[src/rtl/sa_pkg.sv]
// Shared types and default sizing for the systolic-array tile controller.
package sa_pkg;

    localparam int SA_N      = 4;
    localparam int SA_ADDR_W = 10;
    localparam int SA_K_W    = 8;

    // The FEED counter must reach k_len + 2*(N-1), so it needs headroom above K_W.
    function automatic int t_width(input int k_w, input int n);
        return k_w + $clog2(n) + 1;
    endfunction

    localparam int SA_T_W = t_width(SA_K_W, SA_N);

    typedef enum logic [2:0] {
        ST_IDLE  = 3'd0,
        ST_CLEAR = 3'd1,
        ST_FEED  = 3'd2,
        ST_DRAIN = 3'd3,
        ST_DONE  = 3'd4
    } sa_state_t;

endpackage

[src/rtl/sa_skew_gen.sv]
// Skewed operand-valid mask: row/column i sees its operands i cycles later,
// plus one cycle for the SRAM read latency.
module sa_skew_gen
    import sa_pkg::*;
#(
    parameter int N   = SA_N,
    parameter int K_W = SA_K_W,
    parameter int TW  = SA_T_W
) (
    input  logic [TW-1:0]  t,
    input  logic [K_W-1:0] k_len,
    input  logic           feed,
    output logic [N-1:0]   feed_valid
);

    localparam int CW = TW + 1;

    logic [CW-1:0] t_ext;
    logic [CW-1:0] k_ext;

    assign t_ext = CW'(t);
    assign k_ext = CW'(k_len);

    generate
        for (genvar gi = 0; gi < N; gi++) begin : g_lane
            localparam logic [CW-1:0] LO   = CW'(gi + 1);
            localparam logic [CW-1:0] SKEW = CW'(gi);
            assign feed_valid[gi] = feed && (t_ext >= LO) && (t_ext <= k_ext + SKEW);
        end
    endgenerate

endmodule

[src/rtl/sa_controller.sv]
// Tile-job sequencer for an NxN systolic array: clear, skewed operand feed,
// row-by-row result drain. Every output comes straight from a flop.
module sa_controller
    import sa_pkg::*;
#(
    parameter int N      = SA_N,
    parameter int ADDR_W = SA_ADDR_W,
    parameter int K_W    = SA_K_W
) (
    input  logic                  clk,
    input  logic                  rst,
    input  logic                  start,
    input  logic                  abort,
    input  logic [K_W-1:0]        k_len,
    input  logic [ADDR_W-1:0]     a_base,
    input  logic [ADDR_W-1:0]     b_base,
    input  logic [ADDR_W-1:0]     c_base,
    output logic                  busy,
    output logic                  done,
    output logic                  pe_clear,
    output logic                  a_rd_en,
    output logic [ADDR_W-1:0]     a_rd_addr,
    output logic                  b_rd_en,
    output logic [ADDR_W-1:0]     b_rd_addr,
    output logic [N-1:0]          feed_valid,
    output logic                  c_wr_en,
    output logic [ADDR_W-1:0]     c_wr_addr,
    output logic [$clog2(N)-1:0]  c_sel
);

    localparam int TW = t_width(K_W, N);
    localparam int RW = $clog2(N);
    localparam logic [TW-1:0] SKEW2  = TW'(2 * (N - 1));
    localparam logic [RW-1:0] R_LAST = RW'(N - 1);

    sa_state_t         state_reg, state_next;
    logic [TW-1:0]     t_reg, t_next;
    logic [RW-1:0]     r_reg, r_next;
    logic [K_W-1:0]    k_reg, k_next;
    logic [ADDR_W-1:0] a_reg, a_next;
    logic [ADDR_W-1:0] b_reg, b_next;
    logic [ADDR_W-1:0] c_reg, c_next;
    logic [TW-1:0]     f_last;

    logic                  busy_next;
    logic                  done_next;
    logic                  pe_clear_next;
    logic                  feed_next;
    logic                  rd_en_next;
    logic [ADDR_W-1:0]     a_rd_addr_next;
    logic [ADDR_W-1:0]     b_rd_addr_next;
    logic [N-1:0]          feed_valid_next;
    logic                  c_wr_en_next;
    logic [ADDR_W-1:0]     c_wr_addr_next;
    logic [RW-1:0]         c_sel_next;

    function automatic logic [ADDR_W-1:0] addr_add(input logic [ADDR_W-1:0] base,
                                                   input logic [TW-1:0]     off);
        logic [ADDR_W+TW-1:0] sum;
        sum = {{TW{1'b0}}, base} + {{ADDR_W{1'b0}}, off};
        return sum[ADDR_W-1:0];
    endfunction

    assign f_last = TW'(k_reg) + SKEW2;

    always_comb begin
        state_next = state_reg;
        t_next     = t_reg;
        r_next     = r_reg;
        k_next     = k_reg;
        a_next     = a_reg;
        b_next     = b_reg;
        c_next     = c_reg;
        case (state_reg)
            ST_IDLE: begin
                if (start) begin
                    k_next     = k_len;
                    a_next     = a_base;
                    b_next     = b_base;
                    c_next     = c_base;
                    t_next     = '0;
                    r_next     = '0;
                    state_next = (k_len == '0) ? ST_DONE : ST_CLEAR;
                end
            end
            ST_CLEAR: begin
                if (abort) begin
                    state_next = ST_IDLE;
                end else begin
                    state_next = ST_FEED;
                    t_next     = '0;
                end
            end
            ST_FEED: begin
                if (abort) begin
                    state_next = ST_IDLE;
                end else if (t_reg == f_last) begin
                    state_next = ST_DRAIN;
                    r_next     = '0;
                end else begin
                    t_next = t_reg + 1'b1;
                end
            end
            ST_DRAIN: begin
                if (abort) begin
                    state_next = ST_IDLE;
                end else if (r_reg == R_LAST) begin
                    state_next = ST_DONE;
                end else begin
                    r_next = r_reg + 1'b1;
                end
            end
            ST_DONE:  state_next = ST_IDLE;
            default:  state_next = ST_IDLE;
        endcase
    end

    // Outputs are decoded from the next state so they can be registered
    // without adding a cycle of lag relative to the state they describe.
    sa_skew_gen #(
        .N   (N),
        .K_W (K_W),
        .TW  (TW)
    ) u_skew (
        .t          (t_next),
        .k_len      (k_next),
        .feed       (feed_next),
        .feed_valid (feed_valid_next)
    );

    always_comb begin
        busy_next      = (state_next != ST_IDLE);
        done_next      = (state_next == ST_DONE);
        pe_clear_next  = (state_next == ST_CLEAR);
        feed_next      = (state_next == ST_FEED);
        rd_en_next     = feed_next && (t_next < TW'(k_next));
        a_rd_addr_next = rd_en_next ? addr_add(a_next, t_next) : '0;
        b_rd_addr_next = rd_en_next ? addr_add(b_next, t_next) : '0;
        c_wr_en_next   = (state_next == ST_DRAIN);
        c_wr_addr_next = c_wr_en_next ? addr_add(c_next, TW'(r_next)) : '0;
        c_sel_next     = c_wr_en_next ? r_next : '0;
    end

    always_ff @(posedge clk or posedge rst) begin
        if (rst) begin
            state_reg  <= ST_IDLE;
            t_reg      <= '0;
            r_reg      <= '0;
            k_reg      <= '0;
            a_reg      <= '0;
            b_reg      <= '0;
            c_reg      <= '0;
            busy       <= 1'b0;
            done       <= 1'b0;
            pe_clear   <= 1'b0;
            a_rd_en    <= 1'b0;
            a_rd_addr  <= '0;
            b_rd_en    <= 1'b0;
            b_rd_addr  <= '0;
            feed_valid <= '0;
            c_wr_en    <= 1'b0;
            c_wr_addr  <= '0;
            c_sel      <= '0;
        end else begin
            state_reg  <= state_next;
            t_reg      <= t_next;
            r_reg      <= r_next;
            k_reg      <= k_next;
            a_reg      <= a_next;
            b_reg      <= b_next;
            c_reg      <= c_next;
            busy       <= busy_next;
            done       <= done_next;
            pe_clear   <= pe_clear_next;
            a_rd_en    <= rd_en_next;
            a_rd_addr  <= a_rd_addr_next;
            b_rd_en    <= rd_en_next;
            b_rd_addr  <= b_rd_addr_next;
            feed_valid <= feed_valid_next;
            c_wr_en    <= c_wr_en_next;
            c_wr_addr  <= c_wr_addr_next;
            c_sel      <= c_sel_next;
        end
    end

endmodule
[config.mk]
export PLATFORM = sky130hd
export DESIGN_NAME = sa_controller
export DESIGN_NICKNAME = d
export VERILOG_FILES = /design/src/rtl/sa_pkg.sv /design/src/rtl/sa_skew_gen.sv /design/src/rtl/sa_controller.sv
export SDC_FILE = /design/constraint.sdc
export NUM_CORES = 1
export LEC_CHECK = 0
export BUFFER_PORTS_ARGS = -buffer_cell sky130_fd_sc_hd__buf_2
export CORE_ASPECT_RATIO = 2
export CORE_UTILIZATION = 55
export DETAILED_ROUTE_END_ITERATION = 12
export GPL_TIMING_DRIVEN = 0
export HOLD_SLACK_MARGIN = 0.12
export PLACE_DENSITY = 0.75
export SLEW_MARGIN = 40
export SYNTH_ARGS = -nofsm -noshare
export SYNTH_HDL_FRONTEND = slang
export SYNTH_SLANG_ARGS = --single-unit
[constraint.sdc]
create_clock -name clk -period 11.65 [get_ports clk]
set_input_delay 0.5825 -clock clk [delete_from_list [all_inputs] [get_ports clk]]
set_output_delay 0.5825 -clock clk [all_outputs]
set_load 0.01 [all_outputs]
==> results.md, run 1 <==
- Max reg flops: 11
- Vias/cell: 5.85
- Crit path DAT: just under 6000 ps
- H-tree depth: 3
- Max Slew Vio Count: 0
- Initial antenna violation count: 0
- Post-synth EDFFs: 0
- Post-synth cell types: 62
- Cells after DPL: about 810
- Initial detailed-routing violation count: between 200 and 300
- Root buffer cell: clkbuf_16
- Drt first pass iters: 5
- Area leader, netlist: dfrtp_1
- Achievable Freq: approximately 0.18 GHz
- RSZ-0062 raised after global routing: false
- Final ANT Viol Nets: 0
- Syn avg cell area: 10.1 µm²
- Number of buffers created by CTS: 9
- Crit path max fanout: 10
- Detailed-route via count: approximately 4800
- Final setup viols: 0
- Post-DP HPWL: 11900 µm
- Clock slew at reported path FFs: around 70 ps
- Routed len/inst: roughly 18 µm
- Final critical-path share of the clock period: 0.486
- Postcts setup bufs: 0
- Seq/Total Area, Yosys: 0.402
- Placed instance area: between 6000 and 7000 µm²
- WL final: about 15000 µm
- Ys async rst share: 1.00
- Gates resized, CTS repair: 0
- Layout cells sized above 1: 0.208
- CTS tree: built
- # DRC: 0
- Worst path slowest cell: or4_4
- CP Class: flip-flop to flip-flop
- Port Buf Inserts: 82
- Flop2flop setup slack: 5980 ps
- Final Skew: approximately 12 ps
- CTS sink cnt: 95
- Largest net degree at the start of global routing: a little over 60
- Most numerous cell in the Yosys netlist: dfrtp_1
- Final net count: a little under 800
- Die H: about 150 µm
- Worst-margin pin slew: 819 ps
- Total GRT Usage: 0.296
- Cell Pwr Density: between 150 and 200 nW/µm²
- Clk_lat worst skew: 350 ps
- Critical Path Start Type: flip-flop
- Peak supply drop: between 0.1 and 0.15 mV
- Max-cap check violation count: 0
- CP top delay family: compound AO/OA/AOI/OAI gates
- Synth top area cells: dfrtp_1, ha_1, xnor2_1
- Yosys warning count: 0
- Area Growth Syn to Fin: 15.5%
- Routability cong.: slightly above 0.9
- Number of global-route vias before repair: between 5000 and 6000
- Final instance area: 6820 µm²
- Hold WS: 211 ps
- CORE AREA: ~10000 µm²
- Full die area: about 11000 µm²
- Grt total ovfl: 0
- First-pass GRT wire length: between 20000 and 25000 µm
- Hold WC Path Type: primary input to async pin
- Static Leak: 3.46 nW
- Synth top area share: 0.402
- Longest Clk Path Bufs: 2
- Power Total: about 1.1 mW
- I/O pin count: 84
- Synth Register Bits: 95
- Status: finished, final reports clean
- # diodes: 0
- Setup total negative slack: 0 ps
- Fin util: 0.651
- Finished Layout Cells: 823
- Syn Std Cell Area: around 5900 µm²
- Num rows: 53
- Synth Flop Type: dfrtp_1
- Chip width: between 70 and 80 µm
- Minimum clock period: around 5700 ps
- Final Hold Fails: 0
- CP required: between 10000 and 15000 ps
- Hold-fix buffers, CTS: 0
- Mapped Nets: approximately 680
- Initial Util: 0.564
- Post-synthesis cell count: slightly below 600
- Dpl ws: 6030 ps
- CP peak stage delay: 560 ps
- Worst Setup Slack, final: approximately 6000 ps
- Max-Slew Margin vs Limit: 0.454
- Buffer and inverter count on the worst path: 3
- Post-synth top cells: dfrtp_1, nor2_1, ha_1
- CP Capture Type: flip-flop
- Worst-path cell chain: inv_1 > ha_1 > xor2_1 > nand4_1 > or4_4 > nor4_4 > buf_2 > nor2_1 > o21ai_0 > a32oi_1 > inv_1 > ha_1 > nor2b_1 > o21a_1 > o21ai_0 > nand2b_1 > maj3_2 > a41o_1 > a221o_1 > a2111oi_2
==> power breakdown <==
part	total [mW]	switching, mW	internal, mW
clock network	0.280	0.131	0.148
logic	0.421	0.245	0.176
registers	0.410	0.0274	0.382
total	1.11	0.404	0.706
==> layout by cell type (no fill, tap or decap), types with 4 or more instances in the layout <==
master,netlist,routed
buf_2,2,84
clkbuf_1,8,9
mux2_2,26,26
nor4_1,5,5
and2_1,6,6
xnor2_1,42,42
mux2i_1,12,11
or3_1,5,5
and3_1,6,6
nor2b_1,6,6
nand2_1,31,31
inv_1,42,41
nand2b_1,7,7
nor3_1,11,11
o21bai_1,4,4
clkbuf_16,0,9
nor2_1,58,58
a21oi_1,23,23
ha_1,53,53
xor2_1,16,16
or4_1,5,5
a21o_1,14,14
o21ai_0,20,19
nand4_1,8,8
o21a_1,4,4
nand3_1,20,20
dfrtp_1,95,95
==> cell type report <==
type                       count  area [µm²]
buffer                        12        51.3
clock buffer                  10         229
clock inverter                 6        52.6
fill                         899        3650
inverter                      42         163
multi-input combinational    437        3330
sequential                    95        2380
tap                          137         171
timing repair buffer          84         445
==> cell families after synthesis <==
group | synth area share
buf+inv | 0.0354
flops | 0.402
simple gates | 0.165
fa+ha+maj | 0.128
compound gates | 0.113
xor+xnor | 0.0860
mux | 0.0699
==> per-layer routing <==
layer,vias up,GRT usage,wire length (µm)
li1,2257,-,-
met1,2347,0.302,5200
met2,152,0.521,8350
met3,55,0.0542,483
met4,0,0.202,964
met5,-,0,0
==> worst paths after layout <==
path	from	to	cells after the start
hold / removal	rst	a_rd_addr[5]	2
setup reg to reg	k_reg[1]	feed_valid[3]	20
max in group asynchronous	rst	r_reg[1]	3
min in group clk	b_base[6]	b_reg[6]	2
setup / recovery	k_reg[1]	feed_valid[3]	20
hold reg to reg	c_reg[0]	c_reg[0]	1
(Power assumes the default switching activity.)
==> inputs of run 2 (changes only) <==
CORE_UTILIZATION = 53   (was 55)
PLACE_DENSITY = 0.76   (was 0.75)
clock period = 4.59 ns   (was 11.65 ns; I/O delays follow)
==> run 2 against run 1 <==
Effect of this change: register-to-register slack got worse by 5900 ps; global-route usage decreased by 1.4 points; clock-buffer cell count unchanged; utilization increased by 1.0 points; cell count increased by 3.2%; non-clock buffer count increased by 23; clock skew increased by 2.3 ps; sequential power increased to 2.5 times the previous value; die area increased by 3.7%; largest cell class unchanged.
==> results.md, run 2 (same netlist as run 1, synthesis figures left out) <==
- Chip width: 76.7 µm (+1.8%)
- Initial detailed-routing violation count: 250 (-4.2%)
- Layout cells sized above 1: 0.282 (+0.0736)
- RSZ-0062 raised after global routing: true
- Drt first pass iters: 4 (-1)
- Post-DP HPWL: 12200 µm (+2.9%)
- Vias/cell: 5.82 (-0.46%)
- Hold WC Path Type: primary input to flip-flop
- Worst-path cell chain: inv_2 > ha_4 > nand3b_1 > xnor2_1 > or4_4 > nor4_4 > buf_6 > nor2_4 > o21ai_2 > a32oi_2 > inv_2 > buf_6 > ha_4 > nor2b_4 > o21a_1 > o21ai_1 > nand2b_1 > maj3_2 > a41o_1 > a221o_1 > a2111oi_4
- Area Growth Syn to Fin: 21.8%
- Setup total negative slack: 0 ps (unchanged)
- CP Capture Type: flip-flop
- Max Slew Vio Count: 0 (unchanged)
- Detailed-route via count: 4940 (+2.7%)
- Hold WS: 132 ps (-79.2 ps)
- Most frequent cells in the layout: dfrtp_1, buf_2, nor2_1, ha_1, xnor2_1
- Max-Slew Margin vs Limit: 0.483 (+0.0293)
- Die H: 151 µm (+1.8%)
- Max reg flops: 11 (unchanged)
- Routability cong.: 0.956 (+2.2%)
- Final net count: 802 (+3.0%)
- Max-cap check violation count: 0 (unchanged)
- Final Hold Fails: 0 (unchanged)
- Port Buf Inserts: 82 (unchanged)
- Total GRT Usage: 0.282 (-0.0145)
- Clock slew at reported path FFs: 70 ps (about the same)
- Num rows: 54 (+1.9%)
- Grt total ovfl: 0 (unchanged)
- Cell Pwr Density: 411 nW/µm² (+150%)
- Full die area: 11600 µm² (+3.7%)
- CTS sink cnt: 95 (unchanged)
- Worst-margin pin slew: 767 ps (-52.0 ps)
- Final setup viols: 0 (unchanged)
- CP required: 4820 ps (-7050 ps)
- # DRC: 0 (unchanged)
- CTS tree: built
- First-pass GRT wire length: 24600 µm (+1.2%)
- Clk_lat worst skew: 360 ps (about the same)
- Critical Path Start Type: flip-flop
- WL final: 16000 µm (+6.8%)
- Number of buffers created by CTS: 9 (unchanged)
- Largest net degree at the start of global routing: 55 (-9.8%)
- CP Class: flip-flop to flip-flop
- CP peak stage delay: 520 ps (-40 ps)
- Buffer and inverter count on the worst path: 4 (+1)
- Initial Util: 0.543 (-0.0208)
- Crit path DAT: 4730 ps (-1150 ps)
- Root buffer cell: clkbuf_16
- Number of global-route vias before repair: 5139 (+1.5%)
- Minimum clock period: 4500 ps (-1160 ps)
- CP top delay family: compound AO/OA/AOI/OAI gates
- CORE AREA: 10900 µm² (+3.8%)
- Peak supply drop: 0.233 mV (+120%)
- Longest Clk Path Bufs: 2 (unchanged)
- H-tree depth: 3 (unchanged)
- # diodes: 0 (unchanged)
- Commonest non-fill, non-tap cell in the layout: dfrtp_1
- Crit path max fanout: 5 (-5)
- Final critical-path share of the clock period: 0.981 (+0.495)
- Final Skew: 14.7 ps (+2.33 ps)
- I/O pin count: 84 (unchanged)
- Static Leak: 3.62 nW (+4.5%)
- Achievable Freq: 0.222 GHz (+26%)
- Initial antenna violation count: 0 (unchanged)
- Routed len/inst: 18.9 µm (+3.5%)
- Final ANT Viol Nets: 0 (unchanged)
- Worst path slowest cell: or4_4
- Status: finished, final reports clean
run 2: power by group:
group | internal [mW] | switching (mW)
logic | 0.516 | 0.682
clock network | 0.376 | 0.351
registers | 0.971 | 0.0645
run 2: path summary, 6_finish.rpt:
path	start	endpoint	slack [ps]	cells after the start
hold / removal	a_base[0]	a_reg[0]	130	2
setup reg to reg	k_reg[1]	feed_valid[3]	90	21
setup / recovery	k_reg[1]	feed_valid[3]	90	21
hold reg to reg	b_reg[3]	b_reg[3]	500	1
min in group asynchronous	rst	c_wr_addr[5]	430	3
max in group asynchronous	rst	k_reg[1]	3540	4
run 2: through the flow:
stage                     instances  setup slack [ps]   util  instance area, µm²  power [mW]
after floorplan                 586              20.5      -                5910        1.82
after global placement          808              -947  0.597                6490        2.06
after detailed placement        810             -1070  0.602                6550        2.13
after CTS                       843              2.20  0.651                7080        2.91
after global routing            849             -72.4  0.662                7200        3.11
final                           849              87.0  0.662                7200        2.96
run 2: repair_timing:
item	in CTS	in global routing
hold buffers	1	0
setup endpoints to repair	25	25
buffers inserted	16	6
gates resized for setup	32	23
pin swaps	14	14
endpoints found under the hold margin	41	0
run 2: cell type report:
type / count / area (µm²)
multi-input combinational: 437 / 3480
fill: 859 / 3680
buffer: 12 / 91.3
clock buffer: 10 / 229
inverter: 42 / 163
tap: 140 / 175
clock inverter: 6 / 51.3
sequential: 95 / 2380
timing repair buffer: 107 / 628
run 2: layer usage:
metal,track usage,wire [µm]
met5,0,0
met4,0.217,1030
met3,0.0392,477
met2,0.541,8900
met1,0.265,5600
